--- src/rtl/uart_rx_core.sv ---
// 8N1 UART receiver: two-flop synchronizer plus a mid-bit sampling FSM.
// Reports good bytes on rdata/rx_ready and framing errors on ferr.
module uart_rx_core #(
    parameter int unsigned CLK_PER_HALF_BIT = 521
) (
    input  logic       clk,
    input  logic       rstn,
    input  logic       rxd,
    output logic [7:0] rdata,
    output logic       rx_ready,
    output logic       ferr,
    output logic       rx_busy
);

    localparam logic [31:0] HALF_LAST = 32'(CLK_PER_HALF_BIT - 1);
    localparam logic [31:0] BIT_LAST  = 32'(2 * CLK_PER_HALF_BIT - 1);

    typedef enum logic [2:0] {
        S_IDLE,
        S_START,
        S_DATA,
        S_STOP,
        S_WAIT_HIGH
    } state_t;

    state_t      state, state_nxt;
    logic [31:0] cnt, cnt_nxt;
    logic [2:0]  idx, idx_nxt;
    logic [7:0]  shift, shift_nxt;
    logic [7:0]  rdata_nxt;
    logic        ready_nxt;
    logic        ferr_nxt;
    logic        sync1;
    logic        line;

    // Synchronizer resets to the idle (high) level so reset release never looks like a start bit.
    always_ff @(posedge clk) begin
        if (!rstn) begin
            sync1 <= 1'b1;
            line  <= 1'b1;
        end else begin
            sync1 <= rxd;
            line  <= sync1;
        end
    end

    // NOTE: state is updated with non-blocking assignments only; all combinational decisions live below.
    always_ff @(posedge clk) begin
        if (!rstn) begin
            state    <= S_IDLE;
            cnt      <= '0;
            idx      <= '0;
            shift    <= '0;
            rdata    <= 8'h00;
            rx_ready <= 1'b0;
            ferr     <= 1'b0;
        end else begin
            state    <= state_nxt;
            cnt      <= cnt_nxt;
            idx      <= idx_nxt;
            shift    <= shift_nxt;
            rdata    <= rdata_nxt;
            rx_ready <= ready_nxt;
            ferr     <= ferr_nxt;
        end
    end

    always_comb begin
        // NOTE: every output of this block gets a default first, so no path can infer a latch.
        state_nxt = state;
        cnt_nxt   = cnt;
        idx_nxt   = idx;
        shift_nxt = shift;
        rdata_nxt = rdata;
        ready_nxt = 1'b0;
        ferr_nxt  = 1'b0;

        case (state)
            S_IDLE: begin
                if (line == 1'b0) begin
                    state_nxt = S_START;
                    cnt_nxt   = '0;
                end
            end

            // Re-check the line at mid start bit; a short glitch reads high here and is dropped.
            S_START: begin
                if (cnt == HALF_LAST) begin
                    cnt_nxt = '0;
                    if (line == 1'b0) begin
                        state_nxt = S_DATA;
                        idx_nxt   = '0;
                    end else begin
                        state_nxt = S_IDLE;
                    end
                end else begin
                    cnt_nxt = cnt + 32'd1;
                end
            end

            S_DATA: begin
                if (cnt == BIT_LAST) begin
                    cnt_nxt        = '0;
                    shift_nxt[idx] = line;
                    if (idx == 3'd7) begin
                        state_nxt = S_STOP;
                    end else begin
                        idx_nxt = idx + 3'd1;
                    end
                end else begin
                    cnt_nxt = cnt + 32'd1;
                end
            end

            // Leaving at mid stop bit gives half a bit of slack to catch a back-to-back start bit.
            S_STOP: begin
                if (cnt == BIT_LAST) begin
                    cnt_nxt = '0;
                    if (line == 1'b1) begin
                        rdata_nxt = shift;
                        ready_nxt = 1'b1;
                        state_nxt = S_IDLE;
                    end else begin
                        ferr_nxt  = 1'b1;
                        state_nxt = S_WAIT_HIGH;
                    end
                end else begin
                    cnt_nxt = cnt + 32'd1;
                end
            end

            S_WAIT_HIGH: begin
                if (line == 1'b1) begin
                    state_nxt = S_IDLE;
                end
            end

            default: begin
                state_nxt = S_IDLE;
                cnt_nxt   = '0;
            end
        endcase
    end

    assign rx_busy = (state != S_IDLE);

endmodule

--- config.mk ---
export PLATFORM = sky130hd
export DESIGN_NAME = uart_rx_core
export DESIGN_NICKNAME = d
export VERILOG_FILES = /design/src/rtl/uart_rx_core.sv
export SDC_FILE = /design/constraint.sdc
export NUM_CORES = 1
export LEC_CHECK = 0
export CORE_AREA = 8 8 69 95
export CTS_CLUSTER_DIAMETER = 50
export CTS_CLUSTER_SIZE = 40
export DETAILED_ROUTE_END_ITERATION = 7
export DIE_AREA = 0 0 77 103
export GPL_ROUTABILITY_DRIVEN = 0
export HOLD_SLACK_MARGIN = 0.05
export PLACE_DENSITY = 0.87
export SLEW_MARGIN = 20
export SYNTH_ARGS = -nofsm -noshare
export SYNTH_HDL_FRONTEND = slang
export SYNTH_SLANG_ARGS = --single-unit
--- constraint.sdc ---
create_clock -name clk -period 2.6 [get_ports clk]
set_clock_uncertainty 0.1 [all_clocks]
set_input_delay 0.26 -clock clk [delete_from_list [all_inputs] [get_ports clk]]
set_output_delay 0.26 -clock clk [all_outputs]
set_load 0.01 [all_outputs]
Word level (Yosys, flattened, before mapping)
Cells that the tools add are included.

Logic and storage cells: 63. Bits of input ports: 3. Output and inout port bits: 11. Register bits: 58.

Muxes and demuxes: 23. Reductions and logical operators: 11. Bitwise logic cells: 1. Magnitude comparators: 2. Equality and inequality tests: 15. Add/subtract/negate cells: 2.

Operators by type and width (count): one-hot mux 32 bit (4 select lines) (1); two-way mux 32 bit (3); two-way mux 3 bit (11); adder 32 x 1 -> 32 bit (second input constant) (1); equality test 32 x 10 -> 1 bit (second input constant) (1); equality test 32 x 11 -> 1 bit (second input constant) (1); != test 2 bit (second input constant) (8); one-hot mux 3 bit (5 select lines) (1); bitwise mux 8 bit (1); equality test 3 x 2 -> 1 bit (second input constant) (2); equality test 3 bit (second input constant) (2); one-hot mux 3 bit (2 select lines) (1); AND reduction 3 bit (2); AND reduction 6 bit (1); AND reduction 5 bit (1); less-than comparator 3 x 4 -> 1 bit (second input constant) (1); AND reduction 2 bit (2); adder 3 x 1 -> 3 bit (second input constant) (1); demux 1 bit (select 3 bit) (1); equality test 3 x 1 -> 1 bit (second input constant) (1); greater-or-equal comparator 3 x 1 -> 1 bit (second input constant) (1); zero test 3 bit (1); two-way mux 1 bit (3); nonzero test 3 bit (1); 5 further kinds (5).

Depth between registers and ports, before layout
Gate-level depths: netlist of run 1.

Word-level depth: 5. Mapped depth: 10.

Least setup slack after synthesis of run 1
Ideal clock, no wire load.

Kind: reg2reg. Start: reg cnt[0]. End: reg cnt[14]. Setup time: 0.074 ns. Arrival time: 1.824 ns. Required time: 2.426 ns. Slack: 0.602 ns. Clock period less this slack: 1.998 ns. Stages on the path, launching flop included: 10. Cell sequence: dfxtp_1 > inv_1 > ha_1 > nor3b_1 > o32a_1 > a21oi_2 > buf_4 > buf_4 > a31oi_1 > a31oi_1.

Longest elaborated chain between the ends: 3. Elaborated cells on any way between the ends: 6. Those cells by class: add/sub: 1; eq/ne: 2; mux: 3.

RTL lines: start, declared (RTL line 27) `logic [31:0] cnt, cnt_nxt;`; start signal, assigned (RTL line 59) `cnt <= cnt_nxt;`; adder 32 x 1 -> 32 bit (tied with other cells) (RTL line 97, 111, 128); two-way mux 32 bit (on tied branches) (RTL line 102, 117, 88); one-hot mux 32 bit (4 select lines) (*) (RTL line 78) `case (state)`.

Every way passes the cells marked *; elsewhere a longest branch is shown, timed or not. A chain may end at the register's enable or synchronous reset.

Final worst setup path of run 1
Start: reg cnt[0]. End: reg cnt[29].

Same word-level chain as after synthesis.

==> summary.md, run 1 <==
| Metric | Value |
|---|---|
| Total wire length after detailed routing | `6.97 mm` |
| Longest individual stage delay on the worst path | `0.45 ns` |
| Effective utilization at floorplan | `58.9%` |
| CTS H-tree lvls | `3` |
| Critical path, cell by cell | `ha_1 -> nand4b_1 -> nor2_1 -> o32a_1 -> a21oi_2 -> buf_12 -> and3_1 -> a221o_1` |
| Highest clock rate | `426 MHz` |
| Final Max Slew Viols | `0` |
| Routed via count divided by cell count | `6.18` |
| Headroom to the max-slew limit | `66.5%` |
| Number of placed cells counting well taps | `430` |
| Area share of the largest cell type after synthesis | `38.5%` |
| Fin crit period | `2.35 ns` |
| Critical Path Sink Type | `flip-flop` |
| Post-synthesis cell type count | `54` |
| Max clock buf depth | `2` |
| Buffer and inverter count on the worst path | `1` |
| Worst-path clk slew | `0.07 ns` |
| Floorplan row count | `31` |
| CTS tree | `done` |
| Total clock buffers created by CTS | `9` |
| Antenna violations before repair | `0` |
| Number of DRC violations after detailed routing | `0` |
| Total negative slack | `0 ns` |
| Fraction of layout cells with a size suffix above 1 | `8.97%` |
| Netlist area before placement | `0.00301 sq mm` |
| Count of boundary I/O pins | `14` |
| DRT iter0 DRCs | `249` |
| Global-route congestion overflow total | `0` |
| Cell at the slowest stage of the critical path | `sky130_fd_sc_hd__dfxtp_1` |
| Pin count of the biggest net entering global routing | `40` |
| Layout-stage area growth over the synthesis result | `11.9%` |
| Synthesized net count | `378` |
| Vias post-DR | `2752` |
| Flops & latches, synth | `58` |
| Average instance area after synthesis | `8.17 sq um` |
| Floorplan die area | `0.00793 sq mm` |
| Sinks on Clock Net | `58` |
| Detailed-route wire length per cell | `15.7 um` |
| Run status | `completed` |
| Count of max-cap constraint violations | `0` |
| Final setup violating endpoints | `0` |
| Most used DFF post-synth | `sky130_fd_sc_hd__dfxtp_1` |
| Buffers on Ports | `13` |
| First-pass iteration count of the detailed router | `4` |
| Area leader, netlist | `sky130_fd_sc_hd__dfxtp_1` |
| Gr usage total | `19.3%` |
| Placeable core region | `0.00512 sq mm` |
| Family of cells with the greatest summed delay on the critical path | `compound AO/OA/AOI/OAI gates` |
| Global-route wire length before repair | `12.4 mm` |
| EDFF count, synth | `0` |
| Die Y-Extent | `103 um` |
| Number of global-route vias before repair | `2832` |
| Largest cells by area after synthesis | `sky130_fd_sc_hd__dfxtp_1 (39%), sky130_fd_sc_hd__nand2_1 (4.2%), sky130_fd_sc_hd__nor2_1 (3.9%), sky130_fd_sc_hd__a21oi_1 (3.8%), sky130_fd_sc_hd__mux2i_1 (3.7%)` |
| Required time of the critical path | `2.72 ns` |
| Share of async-settable or async-resettable flops after synthesis | `0%` |
| Antenna diodes | `0` |
| Clk Latency, worst-skew pair | `0.34 ns` |
| Non-filler cells, final | `445` |
| Worst vdd rail ir drop | `467 uV` |
| Arrival time reported for the critical path endpoint | `2.47 ns` |
| Unrepaired setup endpoints after global routing | `no` |
| Gate count after technology mapping | `369` |
| Hold buffer count at CTS | `0` |
| Detailed placer's ending HPWL | `5.02 mm` |
| Warning count from the yosys run | `0` |
| Nets | `384` |
| PostCTS Resize Cnt | `0` |
| Tightest Hold Check Type | `flip-flop to flip-flop` |
| Critical path type | `flip-flop to flip-flop` |
| Antenna-violating nets left | `0` |
| Root Driver | `sky130_fd_sc_hd__clkbuf_8` |
| Die width | `77 um` |
| Final worst path period share | `90.2%` |
| Cell area power density | `575 mW/mm^2` |
| Worst Max-Slew Pin Slew | `0.501 ns` |
| Maximum net fanout on the critical path | `39` |
| Cell leakage power | `1.27 nW` |
| Post-CTS setup buffer count | `0` |
| Kind of start point of the critical path | `flip-flop` |
| Share of synthesized area occupied by flip-flops and latches | `38.5%` |
| Final Hold Viols | `0` |
-- report_power, final --
group          total (mW)  switching [mW]  internal, mW
clock network       0.877           0.349         0.528
logic               0.149          0.0936        0.0557
registers           0.913          0.0153         0.897
-- per-stage QoR --
| step | util, % | area (sq um) | power, mW | setup slack, ns | hold slack [ns] |
|---|---|---|---|---|---|
| floorplan | - | 3010 | 1.04 | 0.602 | 0.261 |
| global route | 65.9 | 3370 | 2.01 | 0.0276 | 0.350 |
| global placement | 61.8 | 3170 | 1.07 | 0.306 | 0.293 |
| finish | 65.9 | 3370 | 1.94 | 0.254 | 0.309 |
| CTS | 65.9 | 3370 | 1.95 | 0.243 | 0.313 |
| detailed placement | 61.8 | 3170 | 1.08 | 0.255 | 0.296 |
-- cell usage after synthesis, types with 2 or more instances --
library cell               number
sky130_fd_sc_hd__mux2i_1       11
sky130_fd_sc_hd__o22ai_1        4
sky130_fd_sc_hd__xor2_1         2
sky130_fd_sc_hd__nor4_1         4
sky130_fd_sc_hd__a22oi_1        2
sky130_fd_sc_hd__o21ai_2        2
sky130_fd_sc_hd__inv_1         14
sky130_fd_sc_hd__o31ai_1        5
sky130_fd_sc_hd__nor3b_1        3
sky130_fd_sc_hd__nand2b_1       7
sky130_fd_sc_hd__and3_1        12
sky130_fd_sc_hd__nor3_1         8
sky130_fd_sc_hd__nor2_1        31
sky130_fd_sc_hd__nand4_1       16
sky130_fd_sc_hd__buf_4          5
sky130_fd_sc_hd__a21oi_1       23
sky130_fd_sc_hd__or3_1          6
sky130_fd_sc_hd__xnor2_1        2
sky130_fd_sc_hd__clkbuf_1      11
sky130_fd_sc_hd__dfxtp_1       58
sky130_fd_sc_hd__and4_1         4
sky130_fd_sc_hd__nand3b_1       2
sky130_fd_sc_hd__buf_2          7
sky130_fd_sc_hd__ha_1           6
sky130_fd_sc_hd__o21a_1         3
sky130_fd_sc_hd__o21ai_0       17
sky130_fd_sc_hd__o31a_1         2
sky130_fd_sc_hd__nand2_1       34
sky130_fd_sc_hd__nor4_2         3
sky130_fd_sc_hd__nand3_1       20
sky130_fd_sc_hd__a21o_1         4
sky130_fd_sc_hd__a31oi_1       15
sky130_fd_sc_hd__o211ai_1       4
sky130_fd_sc_hd__and2_1         2
-- metal layers --
| metal | global-route usage [%] | up-vias | wire length [um] |
|---|---|---|---|
| met1 | 17.9 | 1294 | 2680 |
| met4 | 14.1 | 0 | 268 |
| met2 | 36.1 | 68 | 3710 |
| li1 | - | 1365 | - |
| met5 | 0 | - | 0 |
| met3 | 4.71 | 25 | 317 |
-- logic make-up after synthesis --
family / Yosys count / share of synthesized area (%)
buffers and inverters: 40 / 6.18
DFF: 58 / 38.5
AOI/OAI and AO/OA: 91 / 19.2
xor gates and xnor gates: 4 / 1.16
muxes: 11 / 3.65
and+or+nand+nor: 159 / 28.8
adders and majority gates: 6 / 2.49
-- cell usage in the layout (no fill, tap or decap), drive strengths merged, types with 2 or more instances in the layout --
cell type and count:
buf 8, dfxtp 58, xor2 2, a22oi 2, clkinv 3, inv 14, o21ai 19, nor2 31
a21oi 24, and2 2, mux2i 11, nand2b 7, o31ai 5, a31oi 15, nand3 21, nand2 34
xnor2 2, nand4 17, nor4 8, bufinv 2, ha 6, o211ai 4, nor3 9, clkdlybuf4s50 13
nor3b 3, clkbuf 9, o31a 2, o21a 3, o22ai 4, and4 4, nand3b 2, a21o 4
or3 6, and3 12
-- state kept, by name, summed over array words and instances, names as in the netlist --
| name | flops |
|---|---|
| cnt | 32 |
| rdata | 8 |
| shift | 8 |
| idx | 3 |
| state | 3 |
| ferr | 1 |
| line | 1 |
| rx_ready | 1 |
| sync1 | 1 |
-- worst register-to-register path, cell delays in order, from the launching register on --
cell                       delay [ns]
sky130_fd_sc_hd__dfxtp_1         0.45
sky130_fd_sc_hd__ha_1            0.22
sky130_fd_sc_hd__nand4b_1        0.18
sky130_fd_sc_hd__nor2_1          0.28
sky130_fd_sc_hd__o32a_1          0.31
sky130_fd_sc_hd__a21oi_2         0.10
sky130_fd_sc_hd__buf_12          0.18
sky130_fd_sc_hd__and3_1          0.18
sky130_fd_sc_hd__a221o_1         0.25
-- final cells by class --
type	count	area, sq um
fillers	456	1750
multi-input cells	271	1670
flip-flops and latches	58	1160
repair buffers	21	203
clock buffers	9	124
clock inverters	6	82.6
well taps	66	82.6
inverters	14	52.6
-- final timing paths --
check                 startpoint                    to  slack [ns]  depth (start not counted)
min reg2reg     sync1$_SDFF_PN1_       line$_SDFF_PN1_        0.31                          1
min             sync1$_SDFF_PN1_       line$_SDFF_PN1_        0.31                          1
max          cnt[0]$_SDFFE_PN0P_  cnt[29]$_SDFFE_PN0P_        0.25                          8
max reg2reg  cnt[0]$_SDFFE_PN0P_  cnt[29]$_SDFFE_PN0P_        0.25                          8
Power figures use the tool's default switching activity.
==> inputs of run 2 (changes only) <==
- RECOVER_POWER: default -> 25
==> run 2 against run 1 <==
Clock power about the same. Via count increased by 0.18%. Fmax about the same. Die area unchanged. Non-clock buffer count unchanged. Combinational power about the same. Register-to-register slack about the same. Count of clock-buffer cells in the layout unchanged. Core utilization unchanged. Critical endpoint unchanged. Largest power group unchanged. Highest routed layer unchanged.
==> summary.md, run 2 (synthesized netlist as in run 1, its figures left out) <==
| Metric | Value |
|---|---|
| Final setup violating endpoints | `0` |
| Layout-stage area growth over the synthesis result | `11.9%` |
| Gr usage total | `19.3%` |
| Global-route wire length before repair | `12.4 mm` |
| Number of inserted filler cells in the final layout | `456` |
| Post-route total power | `1.94 mW` |
| First-pass iteration count of the detailed router | `5` |
| Final Max Slew Viols | `0` |
| Run status | `completed` |
| Highest clock rate | `426 MHz` |
| Worst vdd rail ir drop | `467 uV` |
| Headroom to the max-slew limit | `65.4%` |
| Critical path, cell by cell | `ha_1 -> nand4b_1 -> nor2_1 -> o32a_1 -> a21oi_2 -> buf_12 -> and3_1 -> a221o_1` |
| Clk Latency, worst-skew pair | `0.34 ns` |
| Start of the worst register-to-register path | `cnt[0]$_SDFFE_PN0P_` |
| Non-filler cells, final | `445` |
| Hold Startpoint | `sync1$_SDFF_PN1_` |
| Total wire length after detailed routing | `6.99 mm` |
| Pin count of the biggest net entering global routing | `40` |
| Number of global-route vias before repair | `2832` |
| Floorplan row count | `31` |
| Antenna diodes | `0` |
| Nets | `384` |
| Detailed-route wire length per cell | `15.7 um` |
| CTS tree | `done` |
| Leading registers by flop count | `cnt x32, rdata x8, shift x8` |
| Floorplan die area | `0.00793 sq mm` |
| Worst Max-Slew Pin Slew | `0.518 ns` |
| Critical Path Sink Type | `flip-flop` |
| Busiest metal layer after global routing | `met2` |
| Die Y-Extent | `103 um` |
| Met1 routing resource usage after global routing | `17.9%` |
| Fraction of layout cells with a size suffix above 1 | `8.97%` |
| Sinks on Clock Net | `58` |
| CTS H-tree lvls | `3` |
| Root Driver | `sky130_fd_sc_hd__clkbuf_8` |
| Cell area power density | `575 mW/mm^2` |
| Worst hold margin | `0.309 ns` |
| Number of placed cells counting well taps | `430` |
| Final Hold Viols | `0` |
| Tightest Hold Check Type | `flip-flop to flip-flop` |
| Most common cell after layout, fill and taps aside | `sky130_fd_sc_hd__dfxtp_1` |
| Met2 Track Usage GR | `36.1%` |
| Routed via count divided by cell count | `6.20` |
| Post-CTS setup buffer count | `0` |
| Detailed placer's ending HPWL | `5.02 mm` |
| Number of DRC violations after detailed routing | `0` |
| Total negative slack | `0 ns` |
| Cell leakage power | `1.30 nW` |
| Effective utilization at floorplan | `58.9%` |
| Max clock buf depth | `2` |
| Cell Area, Placed | `0.00317 sq mm` |
| Die width | `77 um` |
| Cell at the slowest stage of the critical path | `sky130_fd_sc_hd__dfxtp_1` |
| Final worst path period share | `90.3%` |
| Total clock buffers created by CTS | `9` |
| DRT iter0 DRCs | `249` |
| Vias post-DR | `2757` |
| Arrival time reported for the critical path endpoint | `2.47 ns` |
| Unrepaired setup endpoints after global routing | `no` |
| Global-route congestion overflow total | `0` |
| Critical path type | `flip-flop to flip-flop` |
| Longest individual stage delay on the worst path | `0.45 ns` |
| Antenna-violating nets left | `0` |
| Kind of start point of the critical path | `flip-flop` |
| PostCTS Resize Cnt | `0` |
| GRT met3 Usage | `4.71%` |
| Buffers on Ports | `13` |
| First element of the critical path | `cnt[0]$_SDFFE_PN0P_` |
| Count of max-cap constraint violations | `0` |
| Hold buffer count at CTS | `0` |
| Required time of the critical path | `2.72 ns` |
| Fin crit period | `2.35 ns` |
| Register bank with the most flops | `cnt` |
| Worst-path clk slew | `0.07 ns` |
| Antenna violations before repair | `0` |
| Leading cell types in the layout, fill and taps excluded | `sky130_fd_sc_hd__dfxtp_1 (58), sky130_fd_sc_hd__nand2_1 (34), sky130_fd_sc_hd__nor2_1 (31), sky130_fd_sc_hd__a21oi_1 (23), sky130_fd_sc_hd__nand3_1 (20)` |
| Maximum net fanout on the critical path | `39` |
| Max reg flops | `32` |
| Placeable core region | `0.00512 sq mm` |
| Final std cell area, no fill | `0.00337 sq mm` |
| Count of boundary I/O pins | `14` |
==> run 2: changes by cell type in the layout (fill, tap and decap cells not counted) <==
cell,change
sky130_fd_sc_hd__clkdlybuf4s50_1,-12
sky130_fd_sc_hd__dlygate4sd3_1,+12
==> run 2: worst max-delay path: cells and delay by family (launching register included) <==
kind,cells,cell delay (ns)
flops,1,0.45
buf+inv,1,0.18
fa+ha+maj,1,0.22
simple gates,3,0.63
compound gates,3,0.66
==> run 2: per-layer routing <==
metal	part of all wire (%)	up-vias
met3	4.7	26
met1	39	1300
met4	3.7	0
li1	-	1362
met2	53	69
met5	0	-
==> run 2: per-stage QoR <==
step	util, %	setup WS [ns]
2_1_floorplan	-	0.602
3_3_place_gp	61.8	0.306
3_5_place_dp	61.8	0.255
4_1_cts	65.9	0.243
5_1_grt	65.9	0.0272
6_report	65.9	0.252
==> run 2: worst paths after layout <==
kind / to / slack (ns) / cells past startpoint
setup reg to reg: cnt[29]$_SDFFE_PN0P_ / 0.25 / 8
hold / removal: line$_SDFF_PN1_ / 0.31 / 1
hold reg to reg: line$_SDFF_PN1_ / 0.31 / 1
setup / recovery: cnt[29]$_SDFFE_PN0P_ / 0.25 / 8
==> run 2: cell type report <==
| class | count | area (sq um) | share of cell area (%) |
|---|---|---|---|
| Multi-Input combinational cell | 271 | 1670 | 49.4 |
| Sequential cell | 58 | 1160 | 34.4 |
| Timing Repair Buffer | 21 | 203 | 6.01 |
| Clock buffer | 9 | 124 | 3.67 |
| Clock inverter | 6 | 82.6 | 2.45 |
| Tap cell | 66 | 82.6 | 2.45 |
| Inverter | 14 | 52.6 | 1.56 |
==> run 2: report_power, final <==
group / leakage [nW] / internal [mW] / switching (mW)
registers: 0.468 / 0.897 / 0.0156
logic: 0.732 / 0.0548 / 0.0936
clock network: 0.105 / 0.528 / 0.349
total: 1.30 / 1.48 / 0.458
